==> src/rtl/vga_pixel2letter.sv <==
`default_nettype none
// ============================================================================
// Module   : vga_pixel2letter
// Purpose  : Recovers a 5-bit letter code from a sampled 16-segment glyph.
//            Per-segment colour samples arrive one per beat. Each segment is
//            classified lit/unlit against the theme background, and the
//            resulting 16-bit lit mask is decoded to a letter code. The
//            result is presented on a valid/ready output.
// Ports    : clk, rst_n              - clock, async active-low reset
//            theme[1:0]              - background select, latched per glyph
//            seg_valid/seg_ready     - beat handshake
//            seg_idx[3:0]            - segment index of the beat
//            seg_color[11:0]         - sampled RGB444 colour of the segment
//            seg_last                - final beat of the glyph
//            letter_valid/ready      - result handshake
//            letter[LETTER_W-1:0]    - decoded code (all-ones when unknown)
//            blank                   - glyph had no lit segments
//            err                     - unknown pattern or incomplete glyph
//            err_cnt[ERRCNT_W-1:0]   - saturating count of delivered errors
// Revision : 1.0 - initial release
// ============================================================================
module vga_pixel2letter #(
  parameter int LETTER_W = 5,
  parameter int ERRCNT_W = 8
) (
  input  logic                clk,
  input  logic                rst_n,
  input  logic [1:0]          theme,
  input  logic                seg_valid,
  output logic                seg_ready,
  input  logic [3:0]          seg_idx,
  input  logic [11:0]         seg_color,
  input  logic                seg_last,
  output logic                letter_valid,
  input  logic                letter_ready,
  output logic [LETTER_W-1:0] letter,
  output logic                blank,
  output logic                err,
  output logic [ERRCNT_W-1:0] err_cnt
);

  typedef enum logic [1:0] {
    COLLECT = 2'd0,
    DECODE  = 2'd1,
    HOLD    = 2'd2
  } state_t;

  state_t              r_state;
  state_t              w_state_next;
  logic [15:0]         r_mask;
  logic [15:0]         r_seen;
  logic [11:0]         r_bg;
  logic [LETTER_W-1:0] r_letter;
  logic                r_blank;
  logic                r_err;
  logic [ERRCNT_W-1:0] r_err_cnt;

  logic                w_seg_fire;
  logic                w_out_fire;
  logic [11:0]         w_theme_bg;
  logic [11:0]         w_bg_cur;
  logic [LETTER_W-1:0] w_code;
  logic                w_known;

  assign w_seg_fire = seg_valid && seg_ready;
  assign w_out_fire = letter_valid && letter_ready;

  always_comb begin
    w_theme_bg = 12'h000;
    case (theme)
      2'd1:    w_theme_bg = 12'hfff;
      2'd2:    w_theme_bg = 12'he7d;
      default: w_theme_bg = 12'h000;
    endcase
  end

  // The first beat of a glyph compares against the live theme, since the
  // background register is only being loaded on that same edge.
  assign w_bg_cur = (r_seen == 16'h0000) ? w_theme_bg : r_bg;

  // Segment mask to letter code.
  always_comb begin
    w_code  = '1;
    w_known = 1'b1;
    case (r_mask)
      16'hC3E7: w_code = LETTER_W'(0);
      16'h83FF: w_code = LETTER_W'(1);
      16'h0139: w_code = LETTER_W'(2);
      16'h81F9: w_code = LETTER_W'(4);
      16'h81BD: w_code = LETTER_W'(6);
      16'hE009: w_code = LETTER_W'(8);
      16'hA930: w_code = LETTER_W'(10);
      16'h0138: w_code = LETTER_W'(11);
      16'h8F36: w_code = LETTER_W'(12);
      16'h033F: w_code = LETTER_W'(14);
      16'h83F3: w_code = LETTER_W'(15);
      16'hA3E3: w_code = LETTER_W'(17);
      16'h83ED: w_code = LETTER_W'(18);
      16'hC001: w_code = LETTER_W'(19);
      default: begin
        w_code  = '1;
        w_known = 1'b0;
      end
    endcase
  end

  always_ff @(posedge clk or negedge rst_n) begin
    if (!rst_n) begin
      r_state <= COLLECT;
    end else begin
      r_state <= w_state_next;
    end
  end

  always_comb begin
    w_state_next = r_state;
    seg_ready    = 1'b0;
    letter_valid = 1'b0;
    case (r_state)
      COLLECT: begin
        seg_ready = 1'b1;
        if (seg_valid && seg_last) begin
          w_state_next = DECODE;
        end
      end
      DECODE: begin
        w_state_next = HOLD;
      end
      HOLD: begin
        letter_valid = 1'b1;
        if (letter_ready) begin
          w_state_next = COLLECT;
        end
      end
      default: begin
        w_state_next = COLLECT;
      end
    endcase
  end

  // Glyph collection: lit mask, seen mask and latched background.
  always_ff @(posedge clk or negedge rst_n) begin
    if (!rst_n) begin
      r_mask <= 16'h0000;
      r_seen <= 16'h0000;
      r_bg   <= 12'h000;
    end else if (w_out_fire) begin
      r_mask <= 16'h0000;
      r_seen <= 16'h0000;
    end else if (w_seg_fire) begin
      r_mask[seg_idx] <= (seg_color != w_bg_cur);
      r_seen[seg_idx] <= 1'b1;
      if (r_seen == 16'h0000) begin
        r_bg <= w_theme_bg;
      end
    end
  end

  // Result registers; incomplete glyph outranks blank, which outranks unknown.
  always_ff @(posedge clk or negedge rst_n) begin
    if (!rst_n) begin
      r_letter <= '0;
      r_blank  <= 1'b0;
      r_err    <= 1'b0;
    end else if (r_state == DECODE) begin
      if (r_seen != 16'hffff) begin
        r_letter <= '1;
        r_blank  <= 1'b0;
        r_err    <= 1'b1;
      end else if (r_mask == 16'h0000) begin
        r_letter <= '1;
        r_blank  <= 1'b1;
        r_err    <= 1'b0;
      end else begin
        r_letter <= w_code;
        r_blank  <= 1'b0;
        r_err    <= !w_known;
      end
    end
  end

  always_ff @(posedge clk or negedge rst_n) begin
    if (!rst_n) begin
      r_err_cnt <= '0;
    end else if (w_out_fire && r_err && (r_err_cnt != '1)) begin
      r_err_cnt <= r_err_cnt + 1'b1;
    end
  end

  assign letter  = r_letter;
  assign blank   = r_blank;
  assign err     = r_err;
  assign err_cnt = r_err_cnt;

endmodule
`default_nettype wire

==> config.mk <==
export PLATFORM = sky130hd
export DESIGN_NAME = vga_pixel2letter
export DESIGN_NICKNAME = d
export VERILOG_FILES = /design/src/rtl/vga_pixel2letter.sv
export SDC_FILE = /design/constraint.sdc
export NUM_CORES = 1
export LEC_CHECK = 0
export CAP_MARGIN = 10
export CORE_AREA = 2 2 89 91
export CTS_BUF_LIST = sky130_fd_sc_hd__clkbuf_8
export DETAILED_ROUTE_END_ITERATION = 12
export DIE_AREA = 0 0 91 93
export GPL_TIMING_DRIVEN = 1
export HOLD_SLACK_MARGIN = 0.03
export PLACE_DENSITY = 0.74
export SLEW_MARGIN = 20
export SYNTH_ARGS = -nofsm -noshare
export SYNTH_HDL_FRONTEND = slang
export SYNTH_SLANG_ARGS = --single-unit
==> constraint.sdc <==
create_clock -name clk -period 2.4 [get_ports clk]
set_input_delay 0.24 -clock clk [delete_from_list [all_inputs] [get_ports clk]]
set_output_delay 0.24 -clock clk [all_outputs]
set_load 0.005 [all_outputs]
# Word level (Yosys, flattened, before mapping)
# Cells that the tools add are included.
classes:
  bitwise_logic: 2
  reduce_logical: 14
  n_addsub: 1
  mux: 22
  magnitude_cmp: 2
  eq_ne: 23
op_table:
  columns: ["operator", "n"]
  rows:
  - ["$eq A16 B16 Y1 const B", 11]
  - ["$pmux W5 S14", 1]
  - ["$mux W16", 4]
  - ["$eq A16 B9 Y1 const B", 2]
  - ["$logic_not A16 Y1", 2]
  - ["$pmux W12 S2", 1]
  - ["$bwmux W16", 1]
  - ["$eq A16 B10 Y1 const B", 1]
  - ["$ne A16 B16 Y1 const B", 1]
  - ["$or A16 B16 Y16", 1]
  - ["$reduce_or A14 Y1", 1]
  - ["$mux W12", 1]
  - ["$ne A12 B12 Y1", 1]
  - ["$mux W5", 2]
  - ["$add A8 B1 Y8 const B", 1]
  - ["$mux W1", 8]
  - ["$ne A8 B8 Y1 const B", 1]
  - ["$logic_and A1 B1 Y1", 6]
  - ["$pmux W2 S3", 1]
  - ["$lt A4 B5 Y1 const B", 1]
  - ["$demux W1 S4", 1]
  - ["$eq A2 B1 Y1 const B", 2]
  - ["$eq A2 B2 Y1 const B", 2]
  - ["$ge A4 B1 Y1 const B", 1]
  - ["other kinds (7)", 10]
totals:
  register_bits: 61
  wordCells: 72

# Longest topological paths before layout
# Gate-level depths: netlist of the first run.
logic_depth:
  ltp_word: 7
  depth_mapped: 9
  ltp_nobuf: 8

# Least setup slack after synthesis of the first run
# OpenSTA, ideal clock, no wires.
synth_path:
  path_type: "input to register"
  start: "input port theme[1]"
  end: "register r_mask[10]"
  arrival_time_ns: 1.875
  setup_time_ns: 0.125
  cell_stages: 9
  required_ns: 2.275
  slack_ns: 0.400
  cell_sequence: "inv_1 ha_1 nor4b_1 mux2i_1 a2111oi_0 nand3b_1 nand3_2 buf_4 a21oi_1"
synth_via:
  elab_chain_len: 7
  word_cells_on_any_way: 8
  classes_between: "eq/ne (3); mux (5)"
synth_lines:
  columns: ["element", "line", "source"]
  rows:
  - ["from (decl)", "28", "input logic [1:0] theme,"]
  - ["$eq A2 B2 Y1 or $eq A2 B1 Y1 (tied branches)", "70", "case (theme)"]
  - ["$pmux W12 S2 *", "70", null]
  - ["$mux W12 *", null, null]
  - ["$ne A12 B12 Y1 *", "151", "r_mask[seg_idx] <= (seg_color != w_bg_cur);"]
  - ["$bwmux W16 *", "151", null]
  - ["$mux W16 *", "150", "end else if (w_seg_fire) begin"]
  - ["$mux W16 *", "147", "end else if (w_out_fire) begin"]
  - ["to (signal, indexed assignment)", "151", null]
  - ["to (decl)", "50", "logic [15:0] r_mask;"]
# Every way passes the cells marked *; elsewhere a longest branch is shown, timed or not. The select of a mux whose other input is x is not followed.
# A chain may end at the register's enable or synchronous reset.

# Final worst setup path of the first run
layout_path:
  start: "register r_mask[7]"
  end: "register r_letter[2] (netlist: letter[2])"
layout_via:
  elab_chain_len: 4
  word_cells_on_any_way: 18
  classes_between: "eq/ne (14); mux (3); reduce/logical (1)"
layout_lines:
  columns: ["element", "line", "source"]
  rows:
  - ["$eq A16 B16 Y1, or another cell as far along", "85", "case (r_mask)"]
  - ["$pmux W5 S14", "85", null]
  - ["$mux W5 *", "170", "end else if (r_mask == 16'h0000) begin"]
  - ["$mux W5 *", "166", "if (r_seen != 16'hffff) begin"]
  - ["to (signal assigned)", "175", "r_letter <= w_code;"]
  - ["to (decl)", "53", "logic [LETTER_W-1:0] r_letter;"]
# Every way passes the cells marked *; elsewhere a longest branch is shown, timed or not.

==> metrics.md, run 1 <==
| Metric | Value |
|---|---|
| Run status | `complete, no violations` |
| Simple-gate share of the synthesized area | `around 30%` |
| Data required time at the worst endpoint | `between 2 and 3 ns` |
| Cell type with the largest total area after synthesis | `sky130_fd_sc_hd__dfrtp_1` |
| Clock latency on the worst-skew pair | `around 0.34 ns` |
| Count of maximum capacitance violations | `0` |
| Data arrival time of the worst path | `~2.4 ns` |
| Share of synthesized cell area in full adder, half adder and majority cells | `0.756%` |
| CTS buffer count | `9` |
| Floorplan row count | `32` |
| Total length of routed wires | `between 7000 and 8000 um` |
| Max Transition Viols Final | `0` |
| Deepest clock path buffer count | `2` |
| Global Route met2 Usage | `about a third` |
| Ys Warns | `0` |
| Worst R2R Setup Slack | `0.19 ns` |
| Pin count of the biggest net entering global routing | `46` |
| Critical Setup Path Class | `reg2reg` |
| Global routing usage on met1 | `24.3%` |
| Initial core utilization | `between 40% and 50%` |
| Area overhead of the layout relative to synthesis | `25.0%` |
| Final weighted congestion in routability-driven placement | `0.962` |
| Initial antenna violation count | `0` |
| Setup repair after global routing missed its margin | `false` |
| Number of DRC markers after the initial detailed-route iteration | `227` |
| Fraction of registers with async set or reset after synthesis | `between 90% and 100%` |
| # setup viols final | `0` |
| Peak-usage layer in the global routing report | `met2` |
| Peak ir drop on the vdd network | `about 0.5 mV` |
| Xor and xnor fraction of the mapped netlist area | `5.02%` |
| DRC violation count after routing | `0` |
| Type of the worst min-delay path | `reg2reg` |
| Instance count of the mapped netlist | `346` |
| Endpoint kind of the worst setup timing path | `flip-flop` |
| Post-route antenna net violation count | `0` |
| Hold slack final | `0.495 ns` |
| Maximum fanout encountered on the critical timing path | `5` |
| Number of inserted diodes | `0` |
| Leading cell type by number of instances after synthesis | `sky130_fd_sc_hd__dfrtp_1` |
| Clock slew at reported path FFs | `~0.07 ns` |
| Mapped Area | `between 3000 and 4000 um2` |
| Die area | `~8500 um2` |
| First-pass iteration count of the detailed router | `4` |
| Count of cell types in the netlist | `60` |
| Chip height | `roughly 93 um` |
| Input/output buffers | `39` |
| Fraction of final layout cells with drive strength greater than 1 | `between 10% and 20%` |
| Wire per inst | `~16 um` |
| Number of nets at the end of the flow | `430` |
| Aggregate global routing overflow | `0` |
| Clock tree from TritonCTS | `built` |
| LEAKAGE | `roughly 1.8 nW` |
| Clock net sink count | `around 60` |
| Upper clock frequency limit | `around 450 MHz` |
| Dominant combinational cell family by area after synthesis | `simple AND/OR/NAND/NOR gates` |
| Final cell count without fillers | `slightly above 500` |
| Placeable core region | `roughly 7500 um2` |
| Portion of the post-synthesis area used by sequential elements | `46.1%` |
| Most used flip-flop cell after synthesis | `sky130_fd_sc_hd__dfrtp_1` |
| Final Total Pwr | `about 0.0033 W` |
| Synthesized area per cell | `~9.6 um2` |
| Vias in the first global route | `approximately 2900` |
| Part of the cycle the worst path needs | `between 90% and 100%` |
| Final critical path time including I/O delays and setup | `roughly 2.2 ns` |
| Top cells by area in the synthesized netlist | `sky130_fd_sc_hd__dfrtp_1 46%, sky130_fd_sc_hd__nand2_1 3.6%, sky130_fd_sc_hd__o21a_1 3.4%` |
| Flops & latches, synth | `61` |
| Post-placement cell count | `roughly 500` |
| Routed via count divided by cell count | `about 5.6` |
| Number of hold violations in the final report | `0` |
| Horiz. Die Dim | `between 90 and 100 um` |
| Post-Synthesis Net Count | `around 370` |
| Worst clock skew on the final layout | `about 0.01 ns` |
| Proportion of synthesized area in mux cells | `less than 1%` |
| Startpoint types | `flip-flop` |
| Deepest level of the CTS H-tree | `3` |
| Global-route wire length before repair | `between 10000 and 15000 um` |
| Power per cell area | `805 nW/um2` |
| Routed via count | `between 2000 and 3000` |
| EDFF count, synth | `0` |
| Final HPWL DP | `approximately 6000 um` |
| Share of the synthesized area in the top cell type | `46.1%` |
| Clock root buffer master | `sky130_fd_sc_hd__clkbuf_8` |
| Synth Area in Compound Gates | `between 10% and 20%` |
| Max transition margin | `between 60% and 70%` |
| Aggregate global-route resource usage | `about a fifth` |
| Global Route met3 Usage | `between 5 and 6%` |
| Number of I/O pins | `40` |
| Synth top cells by count | `61 x sky130_fd_sc_hd__dfrtp_1, 32 x sky130_fd_sc_hd__nand2_1, 26 x sky130_fd_sc_hd__nor2_1` |
| Actual slew at the worst max-slew pin | `~0.56 ns` |
-- cell families after synthesis --
kind of cell / count (synthesis)
compound gates: 75
buf+inv: 17
fa+ha+maj: 2
mux: 3
xor+xnor: 19
simple gates: 169
flops: 61
-- metal layers --
metal  share of wire (%)  wire length [um]  up-vias
li1                    -                 -     1400
met3                 4.8               381       24
met1                  43              3460     1376
met2                  50              3950       82
met5                   0                 0        -
met4                 2.3               182        0
-- cell type report --
type | instances | area [um2]
Timing Repair Buffer | 61 | 566
Fill cell | 711 | 3390
Inverter | 4 | 15.0
Tap cell | 102 | 128
Multi-Input combinational cell | 268 | 1720
Clock inverter | 6 | 53.8
Clock buffer | 10 | 138
Sequential cell | 61 | 1530
-- sequential cells by signal (all words and copies together), names as in the netlist --
signal   cells
r_mask      16
r_bg        12
r_seen      16
r_state      2
err          1
letter       5
blank        1
err_cnt      8
-- report_power, final --
part           total [W]  switching (W)  internal [W]
Combinational   0.000923       0.000441      0.000482
Sequential       0.00153       0.000248       0.00128
Clock           0.000884       0.000388      0.000496
-- worst max-delay path: stages, from the launching register on --
cell and delay, ns:
sky130_fd_sc_hd__dfrtp_1 0.43, sky130_fd_sc_hd__or4_1 0.56, sky130_fd_sc_hd__nor4_1 0.52, sky130_fd_sc_hd__a41oi_1 0.12, sky130_fd_sc_hd__and3_1 0.21, sky130_fd_sc_hd__nand4_2 0.15
sky130_fd_sc_hd__a31oi_1 0.09
-- cells in the final DEF (no fill, tap or decap), types with 2 or more instances in the layout --
master                             n
sky130_fd_sc_hd__dfrtp_1          61
sky130_fd_sc_hd__clkdlybuf4s50_1  38
sky130_fd_sc_hd__nand2_1          32
sky130_fd_sc_hd__nor2_1           26
sky130_fd_sc_hd__nor3_1           21
sky130_fd_sc_hd__buf_4            20
sky130_fd_sc_hd__o21ai_0          18
sky130_fd_sc_hd__a21oi_1          18
sky130_fd_sc_hd__o21a_1           15
sky130_fd_sc_hd__nand4_1          14
sky130_fd_sc_hd__xnor2_1          11
sky130_fd_sc_hd__nor4_1           10
sky130_fd_sc_hd__clkbuf_8         10
sky130_fd_sc_hd__a21o_1            9
sky130_fd_sc_hd__xor2_1            8
sky130_fd_sc_hd__and3_1            8
sky130_fd_sc_hd__nor2b_1           7
sky130_fd_sc_hd__nand3_1           6
sky130_fd_sc_hd__nand3b_1          6
sky130_fd_sc_hd__nand2b_1          5
sky130_fd_sc_hd__inv_1             5
sky130_fd_sc_hd__or3_1             5
sky130_fd_sc_hd__clkinv_2          4
sky130_fd_sc_hd__and2_1            3
sky130_fd_sc_hd__or4_1             3
sky130_fd_sc_hd__mux2i_1           2
sky130_fd_sc_hd__nor4b_1           2
sky130_fd_sc_hd__nand4b_1          2
sky130_fd_sc_hd__nor4b_2           2
sky130_fd_sc_hd__nor3b_1           2
sky130_fd_sc_hd__a31oi_1           2
sky130_fd_sc_hd__nor4bb_1          2
sky130_fd_sc_hd__ha_1              2
-- metrics by stage --
| stage | cell area [um2] | TNS, ns | utilization, % | setup slack, ns |
|---|---|---|---|---|
| 2_1_floorplan | 3310 | 0 | - | 0.400 |
| 3_3_place_gp | 3930 | -0.738 | 52.3 | -0.0821 |
| 3_5_place_dp | 3930 | -1.58 | 52.3 | -0.143 |
| 4_1_cts | 4140 | 0 | 54.9 | 0.218 |
| 5_1_grt | 4140 | 0 | 55.0 | 0.0845 |
| 6_report | 4140 | 0 | 55.0 | 0.188 |
-- repair_timing --
action,CTS,global route
gates resized for setup,0,2
endpoints found under the hold margin,44,0
setup buffers,0,0
endpoints found under the setup margin,0,16
hold buffers,1,0
-- worst paths after layout --
kind,to,depth (start not counted),startpoint
setup / recovery,letter[2],6,r_mask[7]
hold / removal,r_bg[1],2,r_bg[1]
setup reg to reg,letter[2],6,r_mask[7]
hold reg to reg,r_bg[1],2,r_bg[1]
max in group asynchronous,r_mask[8],4,rst_n
min in group asynchronous,r_bg[7],3,rst_n
Power figures use the tool's default switching activity.
==> inputs of run 2 (changes only) <==
Settings changed: CAP_MARGIN 10 to 40.
==> results of run 2 <==
No change in the layout: final DEF, timing and power equal those of run 1.
